==> src/rtl/alu_pkg.sv <==
// Shared definitions for accumulator_alu: opcode encoding, controller states
// and the default data width.
package alu_pkg;

  localparam int DEFAULT_WIDTH = 8;

  typedef enum logic [2:0] {
    OP_ADD = 3'b000,
    OP_SUB = 3'b001,
    OP_AND = 3'b010,
    OP_OR  = 3'b011,
    OP_XOR = 3'b100,
    OP_SHL = 3'b101,
    OP_LDB = 3'b110,
    OP_MUL = 3'b111
  } op_e;

  typedef enum logic {
    ST_IDLE = 1'b0,
    ST_MUL  = 1'b1
  } state_e;

endpackage

==> src/rtl/shift_add_mul.sv <==
// Sequential shift-add multiplier: operands latched on load, one partial
// product accumulated per step, WIDTH steps per multiplication.
module shift_add_mul
  import alu_pkg::*;
#(
  parameter int WIDTH = DEFAULT_WIDTH
) (
  input  logic               clk,
  input  logic               reset,
  input  logic               load,
  input  logic               step,
  input  logic [WIDTH-1:0]   a,
  input  logic [WIDTH-1:0]   b,
  output logic               last,
  output logic [2*WIDTH-1:0] product_next
);

  localparam int CW = (WIDTH > 1) ? $clog2(WIDTH) : 1;

  logic [2*WIDTH-1:0] product;
  logic [2*WIDTH-1:0] mcand;
  logic [WIDTH-1:0]   mplier;
  logic [CW-1:0]      count;

  // Exposing the next product lets the controller capture the final result
  // on the same edge as the last iteration.
  assign product_next = mplier[0] ? (product + mcand) : product;
  assign last         = (count == CW'(WIDTH - 1));

  always_ff @(posedge clk) begin
    if (reset) begin
      product <= '0;
      mcand   <= '0;
      mplier  <= '0;
      count   <= '0;
    end else if (load) begin
      product <= '0;
      mcand   <= {{WIDTH{1'b0}}, a};
      mplier  <= b;
      count   <= '0;
    end else if (step) begin
      product <= product_next;
      mcand   <= mcand << 1;
      mplier  <= mplier >> 1;
      count   <= count + CW'(1);
    end
  end

endmodule

==> src/rtl/accumulator_alu.sv <==
// Accumulator ALU with registered result and flags. The multi-cycle MUL
// operation is only built when ACCUMULATOR_ALU_MUL_EN is defined.
module accumulator_alu
  import alu_pkg::*;
#(
  parameter int WIDTH = DEFAULT_WIDTH
) (
  input  logic             clk,
  input  logic             Reset,
  input  logic             Start,
  input  logic [2:0]       Op,
  input  logic [WIDTH-1:0] A,
  input  logic [WIDTH-1:0] B,
  output logic [WIDTH-1:0] Data,
  output logic             Busy,
  output logic             Done,
  output logic             Carry,
  output logic             Zero
);

  logic [WIDTH-1:0] res_data;
  logic             res_carry;

  // Single-cycle results; an unbuilt MUL falls through as a no-op that
  // keeps Data and clears Carry.
  always_comb begin
    res_data  = Data;
    res_carry = 1'b0;
    case (op_e'(Op))
      OP_ADD: {res_carry, res_data} = {1'b0, A} + {1'b0, B};
      OP_SUB: begin
        res_data  = A - B;
        res_carry = (A < B);
      end
      OP_AND: res_data = A & B;
      OP_OR:  res_data = A | B;
      OP_XOR: res_data = A ^ B;
      OP_SHL: begin
        res_data  = {A[WIDTH-2:0], 1'b0};
        res_carry = A[WIDTH-1];
      end
      OP_LDB: res_data = B;
      OP_MUL: ;
      default: ;
    endcase
  end

`ifdef ACCUMULATOR_ALU_MUL_EN
  state_e             state;
  logic               mul_load;
  logic               mul_step;
  logic               mul_last;
  logic [2*WIDTH-1:0] mul_product;

  assign mul_load = (state == ST_IDLE) && Start && (op_e'(Op) == OP_MUL);
  assign mul_step = (state == ST_MUL);

  shift_add_mul #(
    .WIDTH(WIDTH)
  ) u_mul (
    .clk         (clk),
    .reset       (Reset),
    .load        (mul_load),
    .step        (mul_step),
    .a           (A),
    .b           (B),
    .last        (mul_last),
    .product_next(mul_product)
  );

  always_ff @(posedge clk) begin
    if (Reset) begin
      Data  <= '0;
      Carry <= 1'b0;
      Zero  <= 1'b1;
      Done  <= 1'b0;
      Busy  <= 1'b0;
      state <= ST_IDLE;
    end else begin
      Done <= 1'b0;
      case (state)
        ST_IDLE: begin
          if (Start) begin
            if (op_e'(Op) == OP_MUL) begin
              state <= ST_MUL;
              Busy  <= 1'b1;
            end else begin
              Data  <= res_data;
              Carry <= res_carry;
              Zero  <= (res_data == '0);
              Done  <= 1'b1;
            end
          end
        end
        ST_MUL: begin
          if (mul_last) begin
            Data  <= mul_product[WIDTH-1:0];
            Carry <= |mul_product[2*WIDTH-1:WIDTH];
            Zero  <= (mul_product[WIDTH-1:0] == '0);
            Done  <= 1'b1;
            Busy  <= 1'b0;
            state <= ST_IDLE;
          end
        end
        default: state <= ST_IDLE;
      endcase
    end
  end
`else
  always_ff @(posedge clk) begin
    if (Reset) begin
      Data  <= '0;
      Carry <= 1'b0;
      Zero  <= 1'b1;
      Done  <= 1'b0;
      Busy  <= 1'b0;
    end else begin
      Done <= 1'b0;
      if (Start) begin
        Data  <= res_data;
        Carry <= res_carry;
        Zero  <= (res_data == '0);
        Done  <= 1'b1;
      end
    end
  end
`endif

endmodule
==> config.mk <==
export PLATFORM = sky130hd
export DESIGN_NAME = accumulator_alu
export DESIGN_NICKNAME = d
export VERILOG_FILES = /design/src/rtl/alu_pkg.sv /design/src/rtl/shift_add_mul.sv /design/src/rtl/accumulator_alu.sv
export SDC_FILE = /design/constraint.sdc
export NUM_CORES = 1
export LEC_CHECK = 0
export BUFFER_PORTS_ARGS = -buffer_cell sky130_fd_sc_hd__buf_2
export CORE_MARGIN = 5
export CORE_UTILIZATION = 44
export DETAILED_ROUTE_END_ITERATION = 8
export PLACE_DENSITY = 0.63
export SYNTH_ARGS = -nofsm -noshare
export SYNTH_HDL_FRONTEND = slang
export SYNTH_SLANG_ARGS = --single-unit
==> constraint.sdc <==
create_clock -name clk -period 2.5 [get_ports clk]
set_input_delay 0.25 -clock clk [delete_from_list [all_inputs] [get_ports clk]]
set_output_delay 0.25 -clock clk [all_outputs]
set_load 0.02 [all_outputs]
==> results.cfg, run 1 <==
[outcome]
outcome = finished clean

[timing]
min_period_ps = 2270
setup_viol = 0
max_freq_ghz = 0.440
worst_clock_skew_ps = 4.49
finalHoldViolations = 0
rsz0062_at_grt = no
fin_crit_sh_pct = 91.0
fin_setup_tns_ps = 0
finalMaxSlewViolations = 0

[global_route]
grt_pass1_vias = 1783
use_met1_pct = 25.8
grt.total_usage_pct = 18.5
grt_max_degree = 21
grt_pass1_wl_um = 8180
antenna_found_initial = 0
grt_use_met2_pct = 30.0
use_met3_pct = 2.40
grt-busiest-layer = met2
grt-ovfl-total = 0

[place]
dp_hpwl_um = 4050
place_area_mm2 = 0.00207
portBuffers = 32
place_congestion = 0.906

[pwr]
comb_power_share_pct = 49.0
ir_worst_vdd_mv = 0.177
power_frac_clock_pct = 24.2
power.internal_uw = 452
leakage_uw = 0.000996
powerDensity_mw_per_mm2 = 352
swShare_pct = 39.1
p_seq_share_pct = 26.8
p_switching_uw = 290

[logic_synthesis]
yosys_register_bits = 11
async_flop_share_pct = 0
syn_avg_cell_area_um2 = 7.35
synthCells = 252
yosys_warnings = 0
yosysTopAreaCellShare_pct = 16.9
synth_area_leaders = ha_1 17%, dfxtp_1 12%, inv_1 5.5%
synth_area_mm2 = 0.00185
synth.net_count = 301
ys_seq_area_share_pct = 11.9
synth_edf_count = 0
yosysUniqueCellTypes = 62
yosysTopAreaCell = ha_1
synthFlopType = dfxtp_1

[finish]
fill_cells = 440
diodes = 0
nets = 331
utilization_pct = 52.4
drive_above_1_share_pct = 18.5
stdcell_area_mm2 = 0.00211
synthToLayoutAreaGrowth_pct = 13.9

[clock_tree]
cts_hold_buf = 0
cts_tree = yes
clock_sinks = 11
cts_root_buf = clkbuf_8
post-cts-setup-buffers = 0
clk_latency_ps = 240
cts_buffers = 3
cts.repair.resized = 0
clkTransAtPathRegs_ps = 50
htree_levels = 1
cts.path.max_buffers = 2

[setup_path]
arrival_ps = 2420
critPathLaunchType = primary input
rrSetupSlack_ps = 740
critPathCapture = Zero
r2r-end = Zero
worstSetupPathType = in -> reg
worst_r2r_path_depth = 6
crit-reg2reg-launch = Data[0]
crit_start = A[1]
end_kind = flip-flop
critical_path_required_ps = 2650
path_max_fanout = 5

[floorplanning]
fp-row-count = 23
die_x_um = 74.9
core-area_mm2 = 0.00403
start_util_pct = 46.0
die-area_mm2 = 0.00561
io_pins = 34
die_height_um = 74.9

[routing]
finalWirelength_um = 5030
vias = 1895
firstDrtPassIters = 4
first_iter_violations = 84
post_drt_wl_per_cell_um = 15.2
post-route-drc-count = 0
drt-vias-per-instance = 5.73
ant_nets = 0

[min_path]
hold_depth = 2
hp-class = in -> reg

[flow_run]
drv_cap = 0
[layer usage]
metal / routed length (µm) / vias up
li1: - / 952
met1: 2430 / 894
met2: 2270 / 39
met3: 202 / 10
met4: 123 / 0
met5: 0 / -
[placed cells by master, fill, tap and decap left out, drive strengths merged, types with 4 or more instances in the layout]
master  synthesis  routed
nor2b           6       6
a221oi          4       4
nor3            7       7
mux2            4       4
nand2b          7       7
a22oi           4       4
a21oi          14      14
a31oi           6       6
buf            10      40
dfxtp          11      11
ha             25      25
o21ai          12      12
o31ai           5       5
clkbuf          5       4
mux2i           5       5
nand2          16      16
nor2           25      25
or3             5       5
inv            29      29
[flip-flops by register name (all words and copies together) (netlist names)]
signal and flops:
Data 8, Zero 1, Carry 1, Done 1
[power groups by stage]
stage / combinational [µW] / clock (µW) / sequential, µW
6_report: 363 / 180 / 199
4_1_cts: 362 / 183 / 199
3_3_place_gp: 359 / 0 / 202
3_5_place_dp: 361 / 0 / 202
5_1_grt: 405 / 193 / 200
2_1_floorplan: 242 / 0 / 217
[area by class of cell]
class / instances / area, µm² / share of cell area (%)
clock buffer: 4 / 45.0 / 2.13
inverter: 31 / 116 / 5.51
multi-input combinational: 195 / 1450 / 68.5
sequential: 11 / 220 / 10.4
tap: 50 / 62.6 / 2.96
timing repair buffer: 40 / 220 / 10.4
[Yosys cell counts, types with 3 or more instances]
cell,instances
a211oi_1,3
a21oi_1,14
a221oi_1,3
a22oi_1,4
a31oi_1,6
buf_2,8
clkbuf_1,5
dfxtp_1,11
ha_1,25
inv_1,27
mux2i_1,5
nand2_1,16
nand2b_1,7
nand3_1,3
nor2_1,25
nor2b_1,6
nor3_1,7
o21ai_0,9
o21ai_1,3
o31ai_1,4
or3_1,5
[metrics by stage]
stage | power (µW) | hold slack, ps | cells | worst slack (ps)
finish | 742 | 313 | 331 | 226
global route | 798 | 341 | 331 | 28.0
floorplan | 459 | 526 | 252 | 515
CTS | 744 | 311 | 331 | 284
detailed placement | 563 | 485 | 327 | 50.0
global placement | 561 | 480 | 327 | 56.5
[worst min-delay path by stage]
| stage | endpoint | start | slack, ps |
|---|---|---|---|
| 2_1_floorplan | Carry | Reset | 530 |
| 3_3_place_gp | Zero | Zero | 480 |
| 3_5_place_dp | Data[0] | Data[0] | 480 |
| 4_1_cts | Done | Reset | 310 |
| 5_1_grt | Data[4] | Reset | 340 |
| 6_report | Done | Reset | 310 |
[cells by family after synthesis]
logic type / after synthesis / share of synthesized area, %
fa+ha+maj: 27 / 19.0
mux: 11 / 7.56
compound gates: 73 / 28.1
simple gates: 81 / 22.2
buf+inv: 46 / 10.1
other cells: 1 / 0.202
flops: 11 / 11.9
xor+xnor: 2 / 0.945
[worst max-delay path, cell delays in order]
cell	delay, ps
buf_2	150
inv_1	90
ha_1	350
o21bai_1	260
nor4b_2	360
o41a_1	200
a2bb2oi_1	70
o32ai_1	280
nand4b_1	190
o31ai_2	210
(Power assumes the default switching activity.)
==> inputs of run 2 (changes only) <==
--- a/config.mk
+++ b/config.mk
@@ -5,11 +5,12 @@
 export SDC_FILE = /design/constraint.sdc
 export NUM_CORES = 1
 export LEC_CHECK = 0
-export BUFFER_PORTS_ARGS = -buffer_cell sky130_fd_sc_hd__buf_2
+export BUFFER_PORTS_ARGS = -buffer_cell sky130_fd_sc_hd__buf_4
 export CORE_MARGIN = 5
 export CORE_UTILIZATION = 44
+export CTS_CLUSTER_DIAMETER = 150
 export DETAILED_ROUTE_END_ITERATION = 8
-export PLACE_DENSITY = 0.63
+export PLACE_DENSITY = 0.65
 export SYNTH_ARGS = -nofsm -noshare
 export SYNTH_HDL_FRONTEND = slang
 export SYNTH_SLANG_ARGS = --single-unit
==> run 2 against run 1 <==
Die area unchanged. Clock-buffer cell count unchanged. Register-to-register slack improved by 50 ps. Flip-flop and latch count unchanged. Routed wire length decreased by 5.1%. Cell count decreased by 0.60%. Non-clock buffer count decreased by 2. Design area increased by 3.1%. Sequential share of layout area decreased by 0.31 points. Combinational power increased by 3%. Largest power group unchanged.
==> results.cfg, run 2 (synthesized netlist as in run 1, its figures left out) <==
[timing]
finalMaxSlewViolations = 0
fin_setup_tns_ps = 0
rsz0062_at_grt = no
setup_viol = 0
worst_clock_skew_ps = 0.681
min_period_ps = 2120
fin_crit_sh_pct = 84.9
max_freq_ghz = 0.471
finalHoldViolations = 0

[clock_tree]
cts.repair.resized = 0
clock_sinks = 11
cts_tree = yes
htree_levels = 1
cts.path.max_buffers = 2
post-cts-setup-buffers = 0
clk_latency_ps = 230
clkTransAtPathRegs_ps = 50
cts_buffers = 3
cts_root_buf = clkbuf_8
cts_hold_buf = 0

[setup_path]
critical_path_required_ps = 2670
path_max_fanout = 4
arrival_ps = 2300
critPathLaunchType = primary input
end_kind = flip-flop
worst_r2r_path_depth = 6
worstSetupPathType = in -> reg

[routing]
first_iter_violations = 119
drt-vias-per-instance = 5.60
post-route-drc-count = 0
finalWirelength_um = 4780
post_drt_wl_per_cell_um = 14.5
ant_nets = 0
vias = 1842
firstDrtPassIters = 4

[floorplanning]
core-area_mm2 = 0.00403
die_height_um = 74.9
die-area_mm2 = 0.00561
io_pins = 34
fp-row-count = 23
start_util_pct = 46.0
die_x_um = 74.9

[flow_run]
drv_cap = 0

[min_path]
hp-class = in -> reg
hold_depth = 2

[place]
dp_hpwl_um = 3820
place_congestion = 0.896
place_area_mm2 = 0.00213
portBuffers = 32

[finish]
stdcell_area_mm2 = 0.00218
synthToLayoutAreaGrowth_pct = 17.4
drive_above_1_share_pct = 17.9
top_register = Data
diodes = 0
final_cell_mix = 38 x buf_4, 27 x inv_1, 25 x nor2_1, 25 x ha_1, 16 x nand2_1
nets = 329
layout_commonest_cell = buf_4
largest_reg_flops = 8

[global_route]
antenna_found_initial = 0
grt.total_usage_pct = 17.7
grt-ovfl-total = 0
grt_pass1_wl_um = 7820
grt_pass1_vias = 1673
grt_max_degree = 32

[outcome]
outcome = finished clean

[pwr]
ir_worst_vdd_mv = 0.277
leakage_uw = 0.00101
powerDensity_mw_per_mm2 = 344
## run 2: cell count changes in the layout (fill, tap and decap cells not counted)
cell   before  now
buf_2      32    0
buf_4       8   38
## run 2: final timing paths
| check | from | slack [ps] | end |
|---|---|---|---|
| setup / recovery | A[0] | 380 | Data[6] |
| hold / removal | Reset | 270 | Done |
| setup reg to reg | Data[0] | 790 | Zero |
| hold reg to reg | Zero | 500 | Zero |
## run 2: critical path, stage by stage
cell and delay (ps):
buf_4 120, inv_1 70, ha_1 190, inv_1 60
fa_1 430, nor2b_1 160, o21ai_1 200, nand2_1 90
mux2_2 270, a31oi_1 250, mux2i_1 110, nor2_1 90
## run 2: power by group
part / internal [µW] / total, µW / switching [µW]
clock network: 112 / 175 / 63.5
registers: 189 / 200 / 10.3
logic: 166 / 373 / 207
total: 467 / 748 / 281
## run 2: per-stage QoR
step / hold WS, ps / total power [µW] / worst slack (ps) / cells / util [%]
after floorplan: 526 / 459 / 515 / 252 / -
after global placement: 477 / 576 / 142 / 325 / 52.9
after detailed placement: 488 / 576 / 148 / 325 / 52.9
after CTS: 267 / 754 / 381 / 329 / 54.0
after global routing: 290 / 811 / 168 / 329 / 54.0
final: 267 / 748 / 376 / 329 / 54.0
## run 2: cell type report
| cell class | instances | area (µm²) |
|---|---|---|
| multi-input cells | 195 | 1450 |
| fillers | 430 | 1850 |
| inverters | 31 | 116 |
| clock buffers | 4 | 45.0 |
| well taps | 50 | 62.6 |
| repair buffers | 38 | 285 |
| flip-flops and latches | 11 | 220 |
## run 2: routing by layer
metal | part of all wire (%) | routed length, µm | global-route usage [%] | vias to the layer above
met5 | 0 | 0 | 0 | -
met4 | 2.2 | 106 | 4.55 | 0
met3 | 4.9 | 236 | 2.80 | 8
met2 | 45 | 2150 | 26.8 | 50
met1 | 48 | 2290 | 26.2 | 833
li1 | - | - | - | 951
==> inputs of run 3 (changes only) <==
==> constraint.sdc (replaced) <==
create_clock -name clk -period 2.2 [get_ports clk]
set_input_delay 0.22 -clock clk [delete_from_list [all_inputs] [get_ports clk]]
set_output_delay 0.22 -clock clk [all_outputs]
set_load 0.02 [all_outputs]
==> run 3 against run 2 <==
Register-to-register slack worse by 310 ps. Critical path depth stayed put. Highest routed layer unchanged. Setup slack worse by 270 ps. Combinational power is 27% higher. Routed wire length is 5.3% higher.
==> results.cfg, run 3 (synthesized netlist as in run 1, its figures left out) <==
[min_path]
hp-class = in -> reg

[global_route]
grt_pass1_vias = 1818
antenna_found_initial = 0
grt.total_usage_pct = 18.9
grt-ovfl-total = 0
grt_max_degree = 30
grt_pass1_wl_um = 8250

[timing]
finalHoldViolations = 0
fin_hold_ws_ps = 220
rsz0062_at_grt = no
finalMaxSlewViolations = 0
min_period_ps = 2100
worst_clock_skew_ps = 4.36
fin_setup_tns_ps = 0
fin_crit_sh_pct = 95.4
setup_viol = 0
max_freq_ghz = 0.477

[clock_tree]
clkTransAtPathRegs_ps = 50
cts_root_buf = clkbuf_8
cts_tree = yes
cts.repair.resized = 0
cts.path.max_buffers = 2
clk_latency_ps = 240
htree_levels = 1
cts_hold_buf = 0
cts_buffers = 3
post-cts-setup-buffers = 0
clock_sinks = 11

[floorplanning]
core-area_mm2 = 0.00403
die-area_mm2 = 0.00561
fp-row-count = 23
die_x_um = 74.9
io_pins = 34
die_height_um = 74.9
start_util_pct = 46.0

[setup_path]
arrival_ps = 2280
path_buf_inv = 3
path_cells = buf_4 -> inv_1 -> ha_1 -> inv_1 -> fa_1 -> nor2b_1 -> o21ai_1 -> nand2_1 -> mux2_2 -> a31oi_1 -> mux2i_1 -> nor2_1
cp_slowest_cell = fa_1
end_kind = flip-flop
path_common_cell = inv_1
critical-path-top-delay-family = adder cells
worstSetupPathType = in -> reg
path_max_fanout = 4
critPathLaunchType = primary input
slowest_delay_ps = 430
critical_path_required_ps = 2380

[routing]
post-route-drc-count = 0
post_drt_wl_per_cell_um = 14.3
drt-vias-per-instance = 5.55
vias = 1954
ant_nets = 0
firstDrtPassIters = 4
finalWirelength_um = 5030
first_iter_violations = 145

[finish]
drive_above_1_share_pct = 24.8
top_register = Data
regArea_um2 = 220
nets = 352
fill_cells = 407
diodes = 0
final_cell_mix = 61 x buf_4, 27 x inv_1, 25 x nor2_1, 25 x ha_1, 16 x nand2_1
largest_reg_flops = 8
multiInputGateArea_mm2 = 0.00146
synthToLayoutAreaGrowth_pct = 27.3
utilization_pct = 58.6
layout_commonest_cell = buf_4

[pwr]
p_seq_share_pct = 25.1
powerDensity_mw_per_mm2 = 383
power.internal_uw = 568
power_frac_clock_pct = 22.7
p_switching_uw = 337
ir_worst_vdd_mv = 0.185
leakage_uw = 0.00112
comb_power_share_pct = 52.2
power.total_uw = 905
swShare_pct = 37.3

[flow_run]
drv_cap = 0

[place]
portBuffers = 32
place_congestion = 0.866
dp_hpwl_um = 4100

[outcome]
outcome = finished clean
-- run 3: changes by cell type in the layout (fill, tap and decap cells not counted) --
cell / delta
buf_4: +23
a221oi_1: -1
a221oi_2: +1
a211oi_2: +1
a211oi_1: -1
-- run 3: cell type report --
cell class / instances / share of cell area [%]
Multi-Input combinational cell: 195 / 61.8
Timing Repair Buffer: 61 / 19.4
Sequential cell: 11 / 9.33
Inverter: 31 / 4.93
Tap cell: 50 / 2.65
Clock buffer: 4 / 1.91
-- run 3: through the flow --
stage / worst slack [ps] / std cells / area (µm²)
after global routing: 16.0 / 352 / 2360
after floorplan: 245 / 252 / 1850
after CTS: 120 / 352 / 2350
after global placement: -82.4 / 348 / 2300
final: 102 / 352 / 2360
after detailed placement: -123 / 348 / 2300
-- run 3: final timing paths --
check / startpoint / endpoint / slack, ps / cells past startpoint
setup / recovery: A[0] / Data[6] / 100 / 12
hold / removal: Reset / Done / 220 / 2
setup reg to reg: Data[0] / Zero / 480 / 6
hold reg to reg: Carry / Carry / 500 / 1
-- run 3: power groups by stage --
stage	clock, µW	sequential (µW)	combinational, µW
after CTS	207	227	471
after detailed placement	0	231	467
final	205	227	473
after global placement	0	231	465
after global routing	218	228	526
after floorplan	0	247	275
-- run 3: layer usage --
| metal | global-route usage, % | part of all wire [%] | up-vias |
|---|---|---|---|
| li1 | - | - | 999 |
| met1 | 26.0 | 46 | 898 |
| met2 | 30.9 | 47 | 50 |
| met3 | 2.67 | 5.3 | 7 |
| met4 | 5.14 | 1.5 | 0 |
| met5 | 0 | 0 | - |
-- run 3: worst register-to-register path, stage by stage, from the launching register on --
cell	delay (ps)
dfxtp_1	320
mux4_2	460
a221oi_2	300
o21ai_1	100
nor2_1	120
nand4b_1	140
o31ai_2	200
